### src/rtl/button_pio_pkg.sv
`default_nettype none
// ============================================================================
// Module      : button_pio_pkg
// Description : Shared constants and helpers for the button input PIO.
//               Holds the Avalon-MM word addresses of the standard PIO layout
//               and the read-data zero-extension helper.
// Ports       : none (package)
// Revision    : 1.0 - initial release
// ============================================================================
package button_pio_pkg;

  localparam logic [1:0] ADDR_DATA    = 2'd0;
  localparam logic [1:0] ADDR_DIR     = 2'd1;
  localparam logic [1:0] ADDR_IRQMASK = 2'd2;
  localparam logic [1:0] ADDR_EDGE    = 2'd3;

  // Clears every bit at or above 'width' so unused register bits read as 0.
  function automatic logic [31:0] rd_zext(input logic [31:0] value,
                                          input int unsigned width);
    logic [31:0] keep;
    keep = (width >= 32) ? 32'hFFFF_FFFF : ((32'd1 << width) - 32'd1);
    return value & keep;
  endfunction

endpackage
`default_nettype wire

### src/rtl/debounce_bit.sv
`default_nettype none
// ============================================================================
// Module      : debounce_bit
// Description : One button channel: 2-flop synchroniser, hold-time debounce
//               counter and a one-cycle press pulse.
// Ports       : clk    - system clock
//               rst    - synchronous reset, active-high
//               din    - raw asynchronous pin
//               stable - debounced pin level (pin polarity, not "pressed")
//               press  - high for the single cycle in which stable moves
//                        from RELEASED to the pressed level
// Revision    : 1.0 - initial release
// ============================================================================
module debounce_bit #(
  parameter int   DEBOUNCE_CYCLES = 250000,
  parameter logic RELEASED        = 1'b1
) (
  input  logic clk,
  input  logic rst,
  input  logic din,
  output logic stable,
  output logic press
);

  localparam int             CW       = (DEBOUNCE_CYCLES > 1) ? $clog2(DEBOUNCE_CYCLES) : 1;
  localparam logic [CW-1:0]  CNT_LAST = CW'(DEBOUNCE_CYCLES - 1);

  logic          sync1_q;
  logic          sync2_q;
  logic          stable_q;
  logic          stable_d;
  logic [CW-1:0] cnt_q;
  logic [CW-1:0] cnt_d;
  logic          accept;

  // Counter only runs while the synchronised pin disagrees with the accepted
  // level; any return to the accepted level restarts it from zero.
  always_comb begin
    stable_d = stable_q;
    cnt_d    = cnt_q;
    accept   = 1'b0;
    if (sync2_q == stable_q) begin
      cnt_d = '0;
    end else if (cnt_q == CNT_LAST) begin
      accept   = 1'b1;
      stable_d = sync2_q;
      cnt_d    = '0;
    end else begin
      cnt_d = cnt_q + 1'b1;
    end
  end

  // Combinational so the capture register sets on the same edge that
  // stable changes.
  assign press  = accept && (sync2_q != RELEASED);
  assign stable = stable_q;

  always_ff @(posedge clk) begin
    if (rst) begin
      // Loading the released level keeps reset exit from looking like a press.
      sync1_q  <= RELEASED;
      sync2_q  <= RELEASED;
      stable_q <= RELEASED;
      cnt_q    <= '0;
    end else begin
      sync1_q  <= din;
      sync2_q  <= sync1_q;
      stable_q <= stable_d;
      cnt_q    <= cnt_d;
    end
  end

endmodule
`default_nettype wire

### src/rtl/button_pio_in.sv
`default_nettype none
// ============================================================================
// Module      : button_pio_in
// Description : Avalon-MM input PIO for push-buttons/switches. Debounces each
//               pin, latches presses in a W1C edge-capture register and
//               raises a maskable level interrupt. Standard PIO register map.
// Ports       : clk, rst                - clock, synchronous active-high reset
//               button_in[WIDTH]        - raw asynchronous pins
//               avs_address/read/write/writedata - Avalon-MM slave, no waitrequest
//               avs_readdata[32]        - registered read data, latency 1
//               irq                     - level interrupt, active-high
// Revision    : 1.0 - initial release
// ============================================================================
module button_pio_in
  import button_pio_pkg::*;
#(
  parameter int WIDTH           = 4,
  parameter int DEBOUNCE_CYCLES = 250000,
  parameter bit ACTIVE_LOW      = 1'b1
) (
  input  logic             clk,
  input  logic             rst,
  input  logic [WIDTH-1:0] button_in,
  input  logic [1:0]       avs_address,
  input  logic             avs_read,
  input  logic             avs_write,
  input  logic [31:0]      avs_writedata,
  output logic [31:0]      avs_readdata,
  output logic             irq
);

  logic [WIDTH-1:0] stable_w;
  logic [WIDTH-1:0] press_w;
  logic [WIDTH-1:0] pressed_w;

  logic [WIDTH-1:0] irqmask_q;
  logic [WIDTH-1:0] irqmask_d;
  logic [WIDTH-1:0] edge_q;
  logic [WIDTH-1:0] edge_d;
  logic [31:0]      readdata_q;
  logic [31:0]      readdata_d;
  logic             irq_q;
  logic             irq_d;
  logic [31:0]      rd_mux;
  logic [WIDTH-1:0] clr_mask;

  // Write data above WIDTH has no destination.
  logic unused_wdata;
  assign unused_wdata = ^avs_writedata;

  generate
    for (genvar gi = 0; gi < WIDTH; gi++) begin : g_bit
      debounce_bit #(
        .DEBOUNCE_CYCLES (DEBOUNCE_CYCLES),
        .RELEASED        (ACTIVE_LOW)
      ) u_debounce (
        .clk    (clk),
        .rst    (rst),
        .din    (button_in[gi]),
        .stable (stable_w[gi]),
        .press  (press_w[gi])
      );
    end
  endgenerate

  // Data register reports "pressed" as 1 regardless of pin polarity.
  assign pressed_w = ACTIVE_LOW ? ~stable_w : stable_w;

  always_comb begin
    irqmask_d = irqmask_q;
    clr_mask  = '0;
    if (avs_write && (avs_address == ADDR_IRQMASK)) begin
      irqmask_d = avs_writedata[WIDTH-1:0];
    end
    if (avs_write && (avs_address == ADDR_EDGE)) begin
      clr_mask = avs_writedata[WIDTH-1:0];
    end
    // OR-ing the press last lets a simultaneous set beat the clear.
    edge_d = (edge_q & ~clr_mask) | press_w;

    // Mux uses pre-write register contents, so read+write returns old data.
    case (avs_address)
      ADDR_DATA:    rd_mux = 32'(pressed_w);
      ADDR_DIR:     rd_mux = 32'd0;
      ADDR_IRQMASK: rd_mux = 32'(irqmask_q);
      ADDR_EDGE:    rd_mux = 32'(edge_q);
      default:      rd_mux = 32'd0;
    endcase
    readdata_d = avs_read ? rd_zext(rd_mux, WIDTH) : readdata_q;

    irq_d = |(edge_q & irqmask_q);
  end

  always_ff @(posedge clk) begin
    if (rst) begin
      irqmask_q  <= '0;
      edge_q     <= '0;
      readdata_q <= '0;
      irq_q      <= 1'b0;
    end else begin
      irqmask_q  <= irqmask_d;
      edge_q     <= edge_d;
      readdata_q <= readdata_d;
      irq_q      <= irq_d;
    end
  end

  assign avs_readdata = readdata_q;
  assign irq          = irq_q;

endmodule
`default_nettype wire

### config.mk
export PLATFORM = sky130hd
export DESIGN_NAME = button_pio_in
export DESIGN_NICKNAME = d
export VERILOG_FILES = /design/src/rtl/button_pio_pkg.sv /design/src/rtl/debounce_bit.sv /design/src/rtl/button_pio_in.sv
export SDC_FILE = /design/constraint.sdc
export NUM_CORES = 1
export LEC_CHECK = 0
export BUFFER_PORTS_ARGS = -buffer_cell sky130_fd_sc_hd__buf_2
export CAP_MARGIN = 20
export CORE_ASPECT_RATIO = 1.4
export CORE_MARGIN = 2
export CORE_UTILIZATION = 57
export DETAILED_ROUTE_END_ITERATION = 6
export GPL_TIMING_DRIVEN = 0
export PLACE_DENSITY = 0.81
export SETUP_SLACK_MARGIN = 0.3
export SYNTH_ARGS = -nofsm -noshare
export SYNTH_HDL_FRONTEND = slang
export SYNTH_SLANG_ARGS = --single-unit
### constraint.sdc
create_clock -name clk -period 5.62 [get_ports clk]
set_input_delay 0.562 -clock clk [delete_from_list [all_inputs] [get_ports clk]]
set_output_delay 0.562 -clock clk [all_outputs]
set_load 0.005 [all_outputs]
# == Word level (Yosys, flattened, before mapping) ==
# Cells that the tools add are included.
# word_totals
out_inout_bits,33
regBits,97
# classes
bitwise,13
add_sub_neg,4
n_reduce_logical,16
muxes,10
eq_ne,11
# ops
op,n
"adder 18 x 1 -> 18 bit, second input constant",4
"equality test 18 bit, second input constant",4
case mux 4 bit (4 select lines),1
OR reduction 3 bit,4
AND 4 bit,2
two-way mux 1 bit,8
inverter 1 bit,8
inverter 4 bit,2
AND reduction 2 bit,4
logical AND 1 bit,6
equality test 1 bit,4
"equality test 2 bit, second input constant",2
two-way mux 4 bit,1
OR 4 bit,1
OR reduction 4 bit,1
"equality test 2 x 1 -> 1 bit, second input constant",1
logical NOT 2 bit,1

# == Longest topological paths before layout ==
# Gate-level depths: netlist of the first run.
# depth
ltp_word,6
depth_mapped,7
depth_no_buf,5

# == Modules after synthesis ==
# From an unflattened synthesis of the first run, not the netlist that was laid out.
# hier_totals
cells_unflattened,522
area_unflattened_um2,5049.8
# by_module_without_submodules
mod,n_inst,cells_per_inst,area_each_um2
debounce_bit,4,107,1064.8
button_pio_in,1,94,790.8

# == Least setup slack after synthesis of the first run ==
# Ideal clock, no wire load.
# synth_timing
path_kind,register to register
from,register g_bit[1].u_debounce.cnt_q[0]
to,register edge_q[1]
synth_period_minus_slack_ns,1.838
required_time_ns,5.549
n_path_buf,0
path_slack_ns,3.782
setup_ns,0.071
arrival_ns,1.768
path_stages_with_launch,6
path_cell_list,dfxtp_1 -> ha_1 -> nand3_1 -> or3_4 -> or4b_1 -> a21oi_1
# synth_between
elab_chain_len,5
# synth_rtl
element,line,text
"start, declared",debounce_bit.sv:32,logic [CW-1:0] cnt_q;
"start signal, assigned",debounce_bit.sv:69,cnt_q <= cnt_d;
equality test 18 bit,debounce_bit.sv:44,end else if (cnt_q == CNT_LAST) begin
two-way mux 1 bit,debounce_bit.sv:44,
two-way mux 1 bit,debounce_bit.sv:42,if (sync2_q == stable_q) begin
logical AND 1 bit,debounce_bit.sv:55,assign press = accept && (sync2_q != RELEASED);
OR 4 bit,button_pio_in.sv:79,edge_d = (edge_q & ~clr_mask) | press_w;
"end signal, assigned",button_pio_in.sv:102,edge_q <= edge_d;
"end, declared",button_pio_in.sv:38,logic [WIDTH-1:0] edge_q;
# No other way between the ends.
# A chain may end at the register's enable or synchronous reset.

# == Worst setup path in the final report of the first run ==
# layout_timing
from,register g_bit[1].u_debounce.cnt_q[0]
to,register g_bit[1].u_debounce.cnt_q[10]
# layout_between
elab_chain_len,2
# layout_rtl
element
branches (longest 2 deep; another with adder 18 x 1 -> 18 bit)
# Parallel ways; which one is timed is not known.

==> results of run 1 <==
==> worst reg2reg max path, stage by stage, from the launching register on <==
cell,delay (ns)
dfxtp_1,0.38
ha_1,0.20
nand3_1,0.27
or3_4,0.48
o21ai_2,0.33
buf_2,0.29
nor2_1,0.07
==> area by class of cell <==
type	count	area, sq um
clock buffers	10	138
fillers	650	2700
flip-flops and latches	97	1940
plain buffers	38	267
clock inverters	6	88.8
inverters	22	82.6
repair buffers	17	85.1
well taps	100	125
multi-input cells	377	2230
==> flip-flops by register name (all words and copies together) (netlist names) <==
signal                    flops
irqmask_q                     4
g_bit.u_debounce.stable       4
g_bit.u_debounce.sync1_q      4
edge_q                        4
g_bit.u_debounce.sync2_q      4
irq                           1
avs_readdata                  4
g_bit.u_debounce.cnt_q       72
==> layer usage <==
layer  GRT usage  wire (microns)  vias to the layer above
met5           0               0                        -
met4      0.0977             150                        0
met3      0.0392             252                       12
met2       0.363            4150                       55
met1       0.242            3610                     1627
li1            -               -                     1803
==> through the flow <==
step	power (W)	cells	worst slack, ns
after floorplan	0.000750	534	3.78
after CTS	0.00126	667	3.49
after global placement	0.000762	651	3.56
after global routing	0.00130	667	3.32
after detailed placement	0.000763	651	3.50
final	0.00126	667	3.49
==> cells in the final DEF (no fill, tap or decap), types with 3 or more instances in the layout <==
| cell | netlist | final |
|---|---|---|
| nand2_1 | 12 | 12 |
| or4_1 | 5 | 5 |
| or4b_1 | 4 | 4 |
| nand4_1 | 20 | 20 |
| or2_2 | 8 | 8 |
| buf_4 | 28 | 28 |
| xor2_1 | 10 | 10 |
| ha_1 | 4 | 4 |
| nor4_1 | 20 | 20 |
| buf_2 | 3 | 20 |
| nor2_1 | 98 | 98 |
| conb_1 | 1 | 28 |
| nor3_1 | 16 | 16 |
| nor2b_1 | 6 | 6 |
| nor4b_1 | 4 | 4 |
| nand3_1 | 25 | 25 |
| a211oi_1 | 4 | 4 |
| o21ai_0 | 6 | 6 |
| dfxtp_1 | 97 | 97 |
| inv_1 | 22 | 22 |
| a211o_1 | 3 | 3 |
| a21oi_1 | 20 | 20 |
| clkbuf_8 | 0 | 10 |
| xnor2_1 | 51 | 51 |
| clkbuf_1 | 4 | 4 |
==> final timing paths <==
| path | start | to | cells past startpoint |
|---|---|---|---|
| max | g_bit[1].u_debounce.cnt_q[0] | g_bit[1].u_debounce.cnt_q[10] | 6 |
| min | button_in[3] | g_bit[3].u_debounce.sync1_q | 2 |
| max reg2reg | g_bit[1].u_debounce.cnt_q[0] | g_bit[1].u_debounce.cnt_q[10] | 6 |
| min reg2reg | g_bit[3].u_debounce.sync1_q | g_bit[3].u_debounce.sync2_q | 1 |
==> cells by family after synthesis <==
family / synth area share
simple gates: 0.275
other cells: 0.000848
xor+xnor: 0.121
flops: 0.439
buf+inv: 0.0790
compound gates: 0.0696
mux: 0.00453
fa+ha+maj: 0.0113
==> report_power, final <==
part	internal, W	leakage [nW]	switching [W]
clock	0.000263	0.109	0.000245
sequential	0.000693	0.784	0.00000354
combinational	0.0000254	0.738	0.0000253
==> metrics.cfg, run 1 <==
[final_layout]
fin_util=0.648
fin_nets=608
diodes=0
design_area_sq_um=4960
syn_to_final_growth_pct=12.2
drive_above_1_share=0.153

[synth]
synth_top_area_cell=dfxtp_1
synthMostInstantiatedCell=nor2_1
ys_ff_latch=97
synth-main-ff-cell=dfxtp_1
ys_seq_area_frac=0.439
syn_area_sq_um=4420
synthArstFlopShare=0
syn_avg_cell_area_sq_um=8.72
synth_top_cell_area_share=0.439
yosys-top-cells-count=98 x nor2_1, 97 x dfxtp_1, 51 x xnor2_1, 28 x buf_4, 25 x nand3_1
yosysUniqueCellTypes=49
yosysWarnings=0
synth-edff-count=0
synthCells=507
synthTopCellsByArea=dfxtp_1 44%, xnor2_1 10%, nor2_1 8.3%

[clocking]
postCtsSetupBuffers=0
clk_path_buf_depth=2
cts_made_buffers=9
cts_resized=0
clockRootBuffer=clkbuf_8
holdBufCountCts=0
clk_pin_slew_ns=0.09
cts_tree=built
insertion_delay_ns=0.37
cts.sinks=97
cts_max_level=3

[floorplan]
initial_core_util=0.577
boundaryPins=75
coreArea_sq_um=7650
die_area_sq_um=8490
die_x_microns=78.4
num_rows=38
die_h_microns=108

[critical_path]
worstPathCellList=ha_1 -> nand3_1 -> or3_4 -> o21ai_2 -> buf_2 -> nor2_1
crit_path_end_kind=flop
critPathKind=flop to flop
path_delay_family=simple AND/OR/NAND/NOR gates
cp_max_fo=10
cp_slowest_cell=or3_4
critPathLaunchType=flop
crit_buf_inv=1
critPathMaxStageDelay_ns=0.48
crit_arrival_ns=2.39
cp_data_required_time_ns=5.87
regToRegSetupSlack_ns=3.49

[timing]
grt_setup_unrepaired=no
finalSetupTns_ns=0
hold_slack_ns=0.370
maxSlewHeadroom=0.602
final-hold-violation-count=0
drv_slew=0
fmax_mhz=468
period_needed_ns=2.13
tightest_slew_ns=0.591
setup_viol=0
post-route-period-util=0.380
finalClockSkew_ns=0.0152

[flow_run]
maxCapViolations=0

[power_and_ir_drop]
p_leak_nw=1.63
power_density_nw_per_um2=253
ir_drop_mv=0.194

[global_routing]
grt_first_pass_wirelength_mm=14.1
antenna_found_initial=0
grt_max_degree=17
grt_overflow=0
grt_pass1_vias=3295
grt_usage=0.206

[drt]
drc=0
num_vias=3497
drt_iter0_drc=217
routedWlPerCell_microns=12.2
vias_per_cell=5.24
postRouteAntennaNets=0
wirelength_mm=8.16
drt_pre_antenna_iters=4

[worst_hold_path]
min_path_type=input pin to flop

[placed_design]
place_area_sq_um=4730
place_congestion=0.782
io_buffers=17
dp_hpwl_mm=5.95

[outcome]
status=finished, final reports clean

Power figures use the tool's default switching activity.
==> run 2: changes to the inputs <==
--- a/config.mk
+++ b/config.mk
@@ -5,6 +5,7 @@
 export SDC_FILE = /design/constraint.sdc
 export NUM_CORES = 1
 export LEC_CHECK = 0
+export ABC_AREA = 1
 export BUFFER_PORTS_ARGS = -buffer_cell sky130_fd_sc_hd__buf_2
 export CAP_MARGIN = 20
 export CORE_ASPECT_RATIO = 1.4
@@ -12,7 +13,7 @@
 export CORE_UTILIZATION = 57
 export DETAILED_ROUTE_END_ITERATION = 6
 export GPL_TIMING_DRIVEN = 0
-export PLACE_DENSITY = 0.81
+export PLACE_DENSITY = 0.8
 export SETUP_SLACK_MARGIN = 0.3
 export SYNTH_ARGS = -nofsm -noshare
 export SYNTH_HDL_FRONTEND = slang
==> constraint.sdc (replaced) <==
create_clock -name clk -period 2 [get_ports clk]
set_input_delay 0.2 -clock clk [delete_from_list [all_inputs] [get_ports clk]]
set_output_delay 0.2 -clock clk [all_outputs]
set_load 0.005 [all_outputs]
==> run 2 against run 1 <==
Flip-flop and latch count unchanged. Largest power group unchanged. Critical endpoint is now g_bit[0].u_debounce.cnt_q[11]. Clock-buffer cell count increased by 3. First-iteration DRC count up 10%. Critical path type unchanged. Setup slack got worse by 3.1 ns. Total power rose to 3.1 times the previous value. Routed wire length is 24% higher.
==> metrics.cfg, run 2 <==
[outcome]
status=finished, final reports clean

[final_layout]
diodes=0  ; unchanged
design_area_sq_um=5620  ; +13%
fin_util=0.656  ; +0.00867
final_cell_mix=202 x nand2_1, 132 x nor2_1, 97 x dfxtp_1
fill_cells=766  ; +18%
fin_nets=831  ; +37%
layout_commonest_cell=nand2_1
syn_to_final_growth_pct=12.5
largest_reg_flops=72  ; unchanged
fin_cells=894  ; +34%
drive_above_1_share=0.122  ; -0.0318
top_register=g_bit.u_debounce.cnt_q

[clocking]
cts_max_level=3  ; unchanged
postCtsSetupBuffers=0  ; unchanged
holdBufCountCts=0  ; unchanged
clk_path_buf_depth=2  ; unchanged
insertion_delay_ns=0.35  ; -0.02 ns
cts_made_buffers=9  ; unchanged
clk_pin_slew_ns=0.06  ; -0.03 ns
cts.sinks=97  ; unchanged
cts_resized=0  ; unchanged
clockRootBuffer=clkbuf_16
cts_tree=built

[timing]
setup_viol=0  ; unchanged
finalSetupTns_ns=0  ; unchanged
setup_slack_ns=0.420  ; -3.07 ns
drv_slew=0  ; unchanged
period_needed_ns=1.58  ; -0.555 ns
final-hold-violation-count=0  ; unchanged
grt_setup_unrepaired=yes
tightest_slew_ns=0.551  ; -0.0405 ns
maxSlewHeadroom=0.631  ; +0.0293
finalClockSkew_ns=0.00761  ; -0.00754 ns
post-route-period-util=0.790  ; +0.410
fmax_mhz=633  ; +35%

[critical_path]
crit_end=g_bit[0].u_debounce.cnt_q[11]
critPathKind=flop to flop
worstPathCellList=ha_2 -> nand2_2 -> nor2_4 -> inv_2 -> nor2_2 -> nand2_2 -> nand2_4 -> buf_6 -> nor2_1
regToRegSetupSlack_ns=0.42  ; -3.07 ns
timing.rr.end=g_bit[0].u_debounce.cnt_q[11]
cp_max_fo=10  ; unchanged
critPathMaxStageDelay_ns=0.39  ; -0.09 ns
reg2reg_depth=9  ; +3
worstSetupStartpoint=g_bit[0].u_debounce.cnt_q[0]
crit_path_end_kind=flop
cp_data_required_time_ns=2.23  ; -3.64 ns
path_common_cell=nand2_2
worstReg2RegStart=g_bit[0].u_debounce.cnt_q[0]
path_delay_family=simple AND/OR/NAND/NOR gates
crit_buf_inv=2  ; +1
cp_slowest_cell=dfxtp_1
critPathLaunchType=flop
crit_arrival_ns=1.81  ; -0.58 ns
cp.depth=9  ; +3

[floorplan]
num_rows=40  ; +5.3%
die_x_microns=83.1  ; +6.0%
initial_core_util=0.583  ; +0.00586
die_area_sq_um=9530  ; +12%
coreArea_sq_um=8560  ; +12%
die_h_microns=115  ; +6.0%
boundaryPins=75  ; unchanged

[synth]
synthTopCellsByArea=dfxtp_1 39%, nand2_1 15%, nor2_1 10%
ys_ff_latch=97  ; unchanged
ys_seq_area_frac=0.389  ; -0.0503
synth_top_cell_area_share=0.389  ; -0.0503
synthCells=730  ; +44%
synthArstFlopShare=0  ; unchanged
yosysUniqueCellTypes=29  ; -41%
synthMostInstantiatedCell=nand2_1
syn_area_sq_um=4990  ; +13%
synth_top_area_cell=dfxtp_1
syn_avg_cell_area_sq_um=6.84  ; -22%
synth-main-ff-cell=dfxtp_1
yosys-top-cells-count=202 x nand2_1, 133 x nor2_1, 97 x dfxtp_1, 75 x inv_1, 47 x nand3_1
yosysWarnings=0  ; unchanged
synth-edff-count=0  ; unchanged

[global_routing]
grt_overflow=0  ; unchanged
grt_first_pass_wirelength_mm=17.3  ; +23%
grt_max_degree=15  ; -2
grt_pass1_vias=4173  ; +27%
grt_usage=0.220  ; +0.0133
antenna_found_initial=0  ; unchanged

[worst_hold_path]
min-delay-start=button_in[3]
min_path_type=input pin to flop

[placed_design]
dp_cells=879  ; +35%
dpl_worst_slack_ns=0.402  ; -3.10 ns
place_area_sq_um=5310  ; +12%
io_buffers=17  ; unchanged
place_congestion=0.849  ; +8.5%
dp_hpwl_mm=7.66  ; +29%

[drt]
postRouteAntennaNets=0  ; unchanged
drc=0  ; unchanged
num_vias=4440  ; +27%
wirelength_mm=10.1  ; +24%
vias_per_cell=4.97  ; -5.3%
drt_iter0_drc=239  ; +10%
drt_pre_antenna_iters=4  ; unchanged
routedWlPerCell_microns=11.3  ; -7.4%

[power_and_ir_drop]
ir_drop_mv=0.555  ; +190%
power_density_nw_per_um2=683  ; +170%
p_leak_nw=2.16  ; +32%

[flow_run]
maxCapViolations=0  ; unchanged

run 2: how the worst min path moves through the flow:
| stage | end | slack (ns) | cells past startpoint |
|---|---|---|---|
| 3_5_place_dp | g_bit[3].u_debounce.sync1_q | 0.39 | 2 |
| 4_1_cts | g_bit[3].u_debounce.sync1_q | 0.03 | 2 |
| 6_report | g_bit[3].u_debounce.sync1_q | 0.04 | 2 |
| 3_3_place_gp | g_bit[2].u_debounce.sync1_q | 0.38 | 2 |
| 5_1_grt | g_bit[2].u_debounce.sync1_q | 0.04 | 2 |
| 2_1_floorplan | g_bit[0].u_debounce.sync1_q | 0.30 | 1 |
run 2: cell type report:
type	instances	area, sq um	area share
plain buffers	35	275	0.0490
clock buffers	13	260	0.0463
well taps	105	131	0.0234
flip-flops and latches	97	1940	0.346
repair buffers	17	85.1	0.0151
clock inverters	2	37.5	0.00668
multi-input cells	549	2600	0.463
inverters	76	285	0.0508
run 2: metal layers:
metal / GRT usage / part of all wire / up-vias
met4: 0.117 / 0.022 / 0
met3: 0.0352 / 0.037 / 19
met2: 0.417 / 0.53 / 76
li1: - / - / 2338
met5: 0 / 0 / -
met1: 0.232 / 0.42 / 2007
run 2: power by group:
group,total (W),leakage [nW],internal (W),switching [W]
sequential,0.00196,0.784,0.00195,0.0000107
combinational,0.000146,1.23,0.0000709,0.0000752
clock,0.00173,0.142,0.00103,0.000700
total,0.00384,2.16,0.00305,0.000786
run 2: kinds of logic (layout without fill, tap and decap cells):
kind of cell / Yosys count / after routing / share of synthesized area
flops: 97 / 97 / 0.389
simple gates: 437 / 437 / 0.379
buf+inv: 111 / 143 / 0.112
xor+xnor: 33 / 33 / 0.0579
other cells: 1 / 28 / 0.000751
fa+ha+maj: 4 / 4 / 0.0100
compound gates: 47 / 47 / 0.0509
run 2: through the flow:
| stage | hold slack, ns | total power (W) |
|---|---|---|
| floorplan | 0.304 | 0.00211 |
| global placement | 0.383 | 0.00214 |
| detailed placement | 0.386 | 0.00215 |
| CTS | 0.0308 | 0.00387 |
| global route | 0.0366 | 0.00395 |
| finish | 0.0362 | 0.00384 |
